File: src/rtl/ex_8_7_rtl.sv
// ex_8_7_rtl: sequential shift-and-add unsigned multiplier with Start/Ready handshake.
// Ports: clock, reset_b (async active-low), Start, multiplicand, multiplier (dp_width each),
//        product = {A,Q} (2*dp_width), Ready (high while idle: result valid, Start accepted).
module ex_8_7_rtl #(
    parameter int dp_width = 5
) (
    input  logic                  clock,
    input  logic                  reset_b,
    input  logic                  Start,
    input  logic [dp_width-1:0]   multiplicand,
    input  logic [dp_width-1:0]   multiplier,
    output logic [2*dp_width-1:0] product,
    output logic                  Ready
);
    localparam int pw = $clog2(dp_width + 1);
    typedef enum logic [1:0] {S_idle, S_add, S_shift} state_t;
    state_t              state;
    logic [dp_width-1:0] A, B, Q;
    logic                C;
    logic [pw-1:0]       P;
    assign product = {A, Q};
    always_ff @(posedge clock or negedge reset_b) begin
        if (!reset_b) begin
            state <= S_idle;
            Ready <= 1'b1;
            A     <= '0;
            B     <= '0;
            Q     <= '0;
            C     <= 1'b0;
            P     <= '0;
        end else begin
            case (state)
                S_idle: if (Start) begin
                    B     <= multiplicand;
                    Q     <= multiplier;
                    A     <= '0;
                    C     <= 1'b0;
                    P     <= pw'(dp_width);
                    Ready <= 1'b0;
                    state <= S_add;
                end
                S_add: begin
                    P <= P - pw'(1);
                    if (Q[0]) {C, A} <= {1'b0, A} + {1'b0, B};
                    state <= S_shift;
                end
                S_shift: begin
                    {C, A, Q} <= {1'b0, C, A, Q[dp_width-1:1]};
                    // P was decremented in the preceding add, so zero here means the last bit is done
                    if (P == '0) begin
                        state <= S_idle;
                        Ready <= 1'b1;
                    end else begin
                        state <= S_add;
                    end
                end
                default: begin
                    state <= S_idle;
                    Ready <= 1'b1;
                end
            endcase
        end
    end
endmodule

File: config.mk
export PLATFORM = sky130hd
export DESIGN_NAME = ex_8_7_rtl
export DESIGN_NICKNAME = d
export VERILOG_FILES = /design/src/rtl/ex_8_7_rtl.sv
export SDC_FILE = /design/constraint.sdc
export NUM_CORES = 1
export LEC_CHECK = 0
export ABC_AREA = 0
export BUFFER_PORTS_ARGS = -buffer_cell sky130_fd_sc_hd__buf_4
export CAP_MARGIN = 20
export CELL_PAD_IN_SITES_DETAIL_PLACEMENT = 1
export CELL_PAD_IN_SITES_GLOBAL_PLACEMENT = 1
export CORE_MARGIN = 2
export CORE_UTILIZATION = 30
export CTS_BUF_LIST = sky130_fd_sc_hd__clkbuf_8
export CTS_CLUSTER_DIAMETER = 120
export DETAILED_ROUTE_END_ITERATION = 8
export PLACE_DENSITY_LB_ADDON = 0.1
export REMOVE_ABC_BUFFERS = 1
export SYNTH_ARGS = -nofsm -noshare
export SYNTH_HDL_FRONTEND = slang
export SYNTH_SLANG_ARGS = --single-unit
File: constraint.sdc
create_clock -name clock -period 2.57 [get_ports clock]
set_input_delay 0.3855 -clock clock [delete_from_list [all_inputs] [get_ports clock]]
set_output_delay 0.3855 -clock clock [all_outputs]
set_load 0.02 [all_outputs]
Word level (Yosys, flattened, before mapping)
Cells that the tools add are included.
{"block": "word_totals", "ff_bits": 22, "input_bits": 13, "out_inout_bits": 11, "elab_cells": 40}
{"block": "op_classes", "addsub": 2, "eq_ne": 5, "muxes": 15, "bitwise_logic": 1, "reduce_logical": 10}
{"cell": "5-bit 2-to-1 mux", "n": 3}
{"cell": "5-bit case mux with 3 select lines", "n": 1}
{"cell": "5-bit case mux with 2 select lines", "n": 1}
{"cell": "5-bit by 5-bit adder with 6-bit output", "n": 1}
{"cell": "2-bit != test, second input constant", "n": 3}
{"cell": "1-bit case mux with 3 select lines", "n": 2}
{"cell": "2-bit case mux with 3 select lines", "n": 1}
{"cell": "3-bit case mux with 2 select lines", "n": 1}
{"cell": "2-bit AND reduction", "n": 3}
{"cell": "3-bit AND reduction", "n": 2}
{"cell": "1-bit 2-to-1 mux", "n": 4}
{"cell": "2-bit nonzero test", "n": 2}
{"cell": "3-bit zero test", "n": 1}
{"cell": "3-bit 2-to-1 mux", "n": 1}
{"cell": "3-bit nonzero test", "n": 1}
{"cell": "3-bit by 1-bit subtractor with 3-bit output, second input constant", "n": 1}
{"cell": "2-bit by 1-bit == test with 1-bit output, second input constant", "n": 1}
{"cell": "2-bit == test, second input constant", "n": 1}
{"cell": "2-bit zero test", "n": 1}
{"cell": "2-bit 2-to-1 mux", "n": 1}
{"cell": "1-bit inverter", "n": 1}

Longest topological paths before layout
Gate-level depths: netlist of run 1.
{"block": "logic_depth", "depth_word": 3, "mapped_depth": 7, "mapped_depth_nobuf": 6}

Least setup slack after synthesis of run 1
No wires, ideal clock.
{"block": "synth_path", "path_type": "flip-flop to flip-flop", "from": "register state[0]", "to": "register A[4]", "t_arrival_ps": 1502, "t_required_ps": 2444, "slack_ps": 942, "stages_incl_launch_ff": 8, "period_less_slack_ps": 1628, "cell_sequence": "dfrtp_1 inv_1 ha_1 nor2b_4 or3_1 buf_2 mux2i_1 a21oi_1"}
{"block": "synth_between", "elab_chain_len": 3, "word_cells_on_any_way": 8, "classes_between": "eq/ne: 4; mux: 1; reduce/logical: 3"}
{"item": "start, declared", "line": "17", "text": "state_t state;"}
{"item": "start signal, assigned", "line": "24", "text": "state <= S_idle;"}
{"item": "start signal, assigned", "line": "45", "text": "state <= S_shift;"}
{"item": "start signal, assigned", "line": "51", "text": "state <= S_idle;"}
{"item": "2-bit by 1-bit == test with 1-bit output (tied with other cells)", "line": "32", "text": "case (state)"}
{"item": "2-bit != test (no line) or 3-bit nonzero test (tied branches)"}
{"item": "3-bit AND reduction (no line)"}
{"item": "end signal, assigned", "line": "44", "text": "if (Q[0]) {C, A} <= {1'b0, A} + {1'b0, B};"}
{"item": "end signal, assigned", "line": "48", "text": "{C, A, Q} <= {1'b0, C, A, Q[dp_width-1:1]};"}
{"item": "end, declared", "line": "18", "text": "logic [dp_width-1:0] A, B, Q;"}
Parallel ways exist; a longest one is shown, timed or not.
A chain may end at the register's enable or synchronous reset.

Final worst setup path of run 1
Same ends and word-level chain as after synthesis.

==> run metrics, run 1 <==
status=complete, but fails checks; violated checks=hold timing; Max FO, Critical Path=17; vias per inst=5.16; gpl congestion=0.727; TritonCTS Buffers=3; DR DRC count=0; HPWL after detailed placement=2280 um; crit path launch type=flip-flop; Max Freq=0.481 GHz; WHS=-0.000509 ns; placed cell count=193; final hold vios=1; Mapped Area=1260 sq um; I/O Pins=24; Netlist cell types=33; WP depth=6; skew final=0.00882 ns; flop-to-flop setup slack=0.49 ns; vias in the first global route=1102; Die W=68.8 um; Slew @ Worst Pin=0.544 ns; share of Yosys cell area claimed by the top area cell type=0.417; initial antenna violation count=0; WL/cell=15.5 um; Area growth syn-to-layout=20.5%; synth top area cells=dfrtp_1 42%, ha_1 11%, mux2_2 4.5%; TritonCTS clock tree=yes; cell row count=23; MaxCap Viol Count=0; first-pass GRT wire length=5290 um; pwr dens=1210 nW/um^2; Final ANT Viol Nets=0; gr usage total=0.150; crit share post-route=0.808; Max Slew Vio Count=0; Final TNS setup=0 ns; # Post-CTS Setup Buffers=0; origin of the critical flop-to-flop path=state[0]; crit path kind=reg2reg; Antenna Cells=0; yosys warns=0; LEAKAGE=0.724 nW; number of fill cells=465; Final Instance Count excl. Fillers=197; Seq cells post-synth=22; sequential area share after synthesis=0.438; WP data arrival=2.21 ns; reg2reg path depth=6; CTS resizes=0; min-delay worst type=in2async; Detailed Route WL=3060 um; Internal Pwr Total=1.04 mW; worst rel slew slack=0.637; Sw Ratio=0.435; Worst Slack Setup Final=0.493 ns; Layout Nets=173; CP max stage cell=ha_1; WP buf/inv=1; Clock Pin Slew Worst Setup and Hold Paths=0.09 ns; sw power=802 uW; cell breakdown of the critical path=inv_1, ha_1, nor2b_4, or3_1, mux2i_1, a21oi_1; Slowest Stage Delay on Critical Path=0.51 ns; layout cell share with drive strength beyond 1=0.231; count leader, synth=dfrtp_1; maximum VDD drop=0.347 mV; Most used DFF post-synth=dfrtp_1; Reg power frac=0.342; Worst setup EP type=flip-flop; RSZ-0062 raised after global routing=false; hold_buf cts=0; number of synthesized flops with an enable pin=0; CTS root buffer=clkbuf_8; routed vias=1016; CTS max path bufs=2; Die Footprint=4730 sq um; logic gate share of total power=0.536; htree depth=1; worst flop-to-flop path endpoint=A[4]; CP required=2.71 ns; pre-CTS setup slack=0.530 ns; worst skew pair latency=0.26 ns; largest net degree at the start of global routing=23; port bufs=23; clock share of power=0.122; DR iter-0 viols=65; minimum clock period=2.08 ns; TritonRoute pass-1 iters=4; clk sinks=22; syn_area_per_cell=10.1 sq um; initial core utilization=0.313; Synth Instances=125; async set-or-reset flop fraction in the synthesized netlist=1.00; grt ovf=0; Setup-failing EPs final=0; Worst path top cell family by delay=simple AND/OR/NAND/NOR gates; area leader, netlist=dfrtp_1; Core Box Area=4030 sq um; Post-synth top cells=21 x dfrtp_1, 11 x ha_1, 11 x nand2_1, 11 x o21ai_0; die height=68.8 um
==> layer usage <==
layer | global-route usage | wire length [um]
met1 | 0.201 | 1440
met2 | 0.251 | 1490
met3 | 0.0211 | 102
met4 | 0.0441 | 19
met5 | 0 | 0
==> registers in the layout, summed over array words and instances, names as in the netlist <==
signal	cells
P	3
C	1
Ready	1
state	2
A	5
B	5
Q	5
==> layout make-up <==
cell class	instances	area [sq um]	share of cell area
clock inverter	1	3.75	0.00247
inverter	7	26.3	0.0173
tap	50	62.6	0.0412
sequential	22	552	0.364
multi-input combinational	91	659	0.434
timing repair buffer	23	173	0.114
clock buffer	3	41.3	0.0272
==> worst max-delay path by stage <==
stage / from / end / slack [ns]
after floorplan: state[0] / A[4] / 0.84
after global placement: state[0] / A[4] / 0.68
after detailed placement: state[0] / A[4] / 0.53
after CTS: state[0] / A[4] / 0.48
after global routing: state[0] / A[4] / 0.31
final: state[0] / A[4] / 0.49
==> power groups by stage <==
stage	Sequential, mW	Clock, mW	Combinational (mW)
after floorplan	0.686	0	0.619
after global placement	0.631	0	0.974
after detailed placement	0.641	0	0.998
after CTS	0.634	0.233	1.01
after global routing	0.658	0.249	1.13
final	0.630	0.225	0.988
==> kinds of logic (layout without fill, tap and decap cells) <==
logic type,after synthesis,after routing,synth area share
adder cells (fa/ha/maj),12,12,0.125
flip-flops,22,22,0.438
multiplexers,6,6,0.0526
AND/OR/NAND/NOR,33,33,0.137
AO/OA/AOI/OAI,39,39,0.202
buffers and inverters,12,34,0.0387
XOR/XNOR,1,1,0.00695
==> stage by stage <==
step / util / area [sq um] / power (mW)
2_1_floorplan: - / 1240 / 1.31
5_1_grt: 0.377 / 1520 / 2.04
3_3_place_gp: 0.366 / 1470 / 1.60
4_1_cts: 0.377 / 1520 / 1.87
6_report: 0.377 / 1520 / 1.84
3_5_place_dp: 0.366 / 1470 / 1.64
==> layout by cell type (no fill, tap or decap), drive strengths merged, types with 4 or more instances in the layout <==
cell type,synthesis,final
a31oi,4,4
o21ai,11,11
a21oi,7,7
ha,11,11
nor2b,7,7
buf,3,23
nand2,11,11
a22oi,5,5
nand3,5,5
mux2,5,5
dfrtp,21,21
inv,7,8
Power figures use the tool's default switching activity.
==> run 2: changes to the inputs <==
==> constraint.sdc (replaced) <==
create_clock -name clock -period 1.8 [get_ports clock]
set_input_delay 0.27 -clock clock [delete_from_list [all_inputs] [get_ports clock]]
set_output_delay 0.27 -clock clock [all_outputs]
set_load 0.02 [all_outputs]
==> run 2 against run 1 <==
  * The flow now finishes without violations
  * Final area rose by 4.2%
  * Clock power up 63%
  * Largest cell class unchanged
  * Final cell count increased by 2.5%
  * Critical endpoint unchanged
  * Count of clock-buffer cells in the layout up 1
  * Via count increased by 4.1%
  * Maximum frequency rose by 29%
  * First-iteration DRC count shrank 12%
  * Register-to-register slack got worse by 0.30 ns
  * Utilization grew 1.6 points
  * Critical path depth did not move
  * Wire length up 5.1%
  * Largest power group unchanged
  * Setup slack lost 0.30 ns
==> run metrics, run 2 (synthesis gave the netlist of run 1 again) <==
cell breakdown of the critical path=inv_1, ha_1, nor2b_4, or3_4, mux2i_1, a21oi_1; maximum VDD drop=0.526 mV; CP max stage cell=dfrtp_1; Final ANT Viol Nets=0; htree depth=1; CTS root buffer=clkbuf_8; flop-to-flop setup slack=0.19 ns; routed vias=1058; gpl congestion=0.844; largest net degree at the start of global routing=23; Worst Slack Setup Final=0.188 ns; worst rel slew slack=0.704; DR DRC count=0; Antenna Cells=0; HPWL after detailed placement=2340 um; Final TNS setup=0 ns; MaxCap Viol Count=0; most common cell after layout, fill and taps aside=buf_4; commonest cells after routing, fill and taps aside=27 x buf_4, 21 x dfrtp_1, 11 x o21ai_0, 11 x nand2_1, 11 x ha_1; Setup-failing EPs final=0; DR iter-0 viols=57; Die Footprint=4730 sq um; Layout Nets=178; minimum clock period=1.61 ns; clk sinks=22; sw power=1.18 mW; grt ovf=0; logic gate share of total power=0.543; number of fill cells=479; first-pass GRT wire length=5420 um; Slew @ Worst Pin=0.444 ns; vias per inst=5.24; I/O Pins=24; Max Slew Vio Count=0; crit path launch type=flip-flop; biggest regs=A (5), B (5), Q (5); clock share of power=0.132; Final Power=2.78 mW; port bufs=23; gr usage total=0.157; initial antenna violation count=0; skew final=0.00359 ns; crit path kind=reg2reg; min-delay worst type=in2reg; TritonCTS clock tree=yes; Internal Pwr Total=1.60 mW; Clock Pin Slew Worst Setup and Hold Paths=0.09 ns; pwr dens=1760 nW/um^2; Core Box Area=4030 sq um; Max Freq=0.620 GHz; final hold vios=0; TritonCTS Buffers=3; worst skew pair latency=0.26 ns; TritonRoute pass-1 iters=4; Worst path top cell family by delay=simple AND/OR/NAND/NOR gates; WHS=0.229 ns; WP buf/inv=1; layout cell share with drive strength beyond 1=0.283; initial core utilization=0.313; die height=68.8 um; status=finished clean; RSZ-0062 raised after global routing=false; Area growth syn-to-layout=25.5%; Sw Ratio=0.425; CP required=1.96 ns; cell row count=23; pre-CTS setup slack=0.116 ns; Max FO, Critical Path=7; Slowest Stage Delay on Critical Path=0.42 ns; Die W=68.8 um; CTS max path bufs=2; LEAKAGE=0.753 nW; WL/cell=15.9 um; # Post-CTS Setup Buffers=0; Worst setup EP type=flip-flop; Reg power frac=0.325; WP data arrival=1.77 ns; crit share post-route=0.896; vias in the first global route=1094; Detailed Route WL=3210 um
[run 2: final timing paths]
check                                 from    end  depth (start not counted)
setup / recovery                  state[0]   A[4]                          6
max in group asynchronous          reset_b  Ready                          2
hold reg to reg                       P[1]   P[1]                          2
hold / removal             multiplicand[3]   B[3]                          2
min in group asynchronous          reset_b   Q[0]                          2
setup reg to reg                  state[0]   A[4]                          6
[run 2: per-stage QoR]
step / std cells / utilization / instance area, sq um
final: 202 / 0.393 / 1580
after global routing: 202 / 0.393 / 1580
after CTS: 202 / 0.389 / 1570
after detailed placement: 197 / 0.373 / 1500
after global placement: 197 / 0.373 / 1500
after floorplan: 120 / - / 1240
[run 2: per-layer routing]
metal / track usage / routed length, um / vias to the layer above
met5: 0 / 0 / -
met3: 0.0260 / 117 / 2
met2: 0.258 / 1560 / 19
li1: - / - / 503
met4: 0.0588 / 19 / 0
met1: 0.207 / 1520 / 534
[run 2: timing repair]
| item | 4_1_cts | 5_1_grt |
|---|---|---|
| gates resized for setup | 0 | 4 |
| hold endpoints to repair | 21 | 0 |
| setup endpoints to repair | 0 | 4 |
| hold buffers | 1 | 0 |
[run 2: area by class of cell]
class / instances / area, sq um / share of cell area
multi-input cells: 91 / 673 / 0.426
repair buffers: 28 / 213 / 0.134
flip-flops and latches: 22 / 552 / 0.349
well taps: 50 / 62.6 / 0.0396
inverters: 7 / 26.3 / 0.0166
clock buffers: 4 / 55.1 / 0.0348
[run 2: power groups by stage]
stage               sequential, mW  combinational (mW)  clock, mW
floorplan                    0.979               0.884          0
global placement             0.902                1.45          0
detailed placement           0.913                1.49          0
CTS                          0.905                1.50      0.375
global route                 0.928                1.73      0.399
finish                       0.902                1.51      0.367
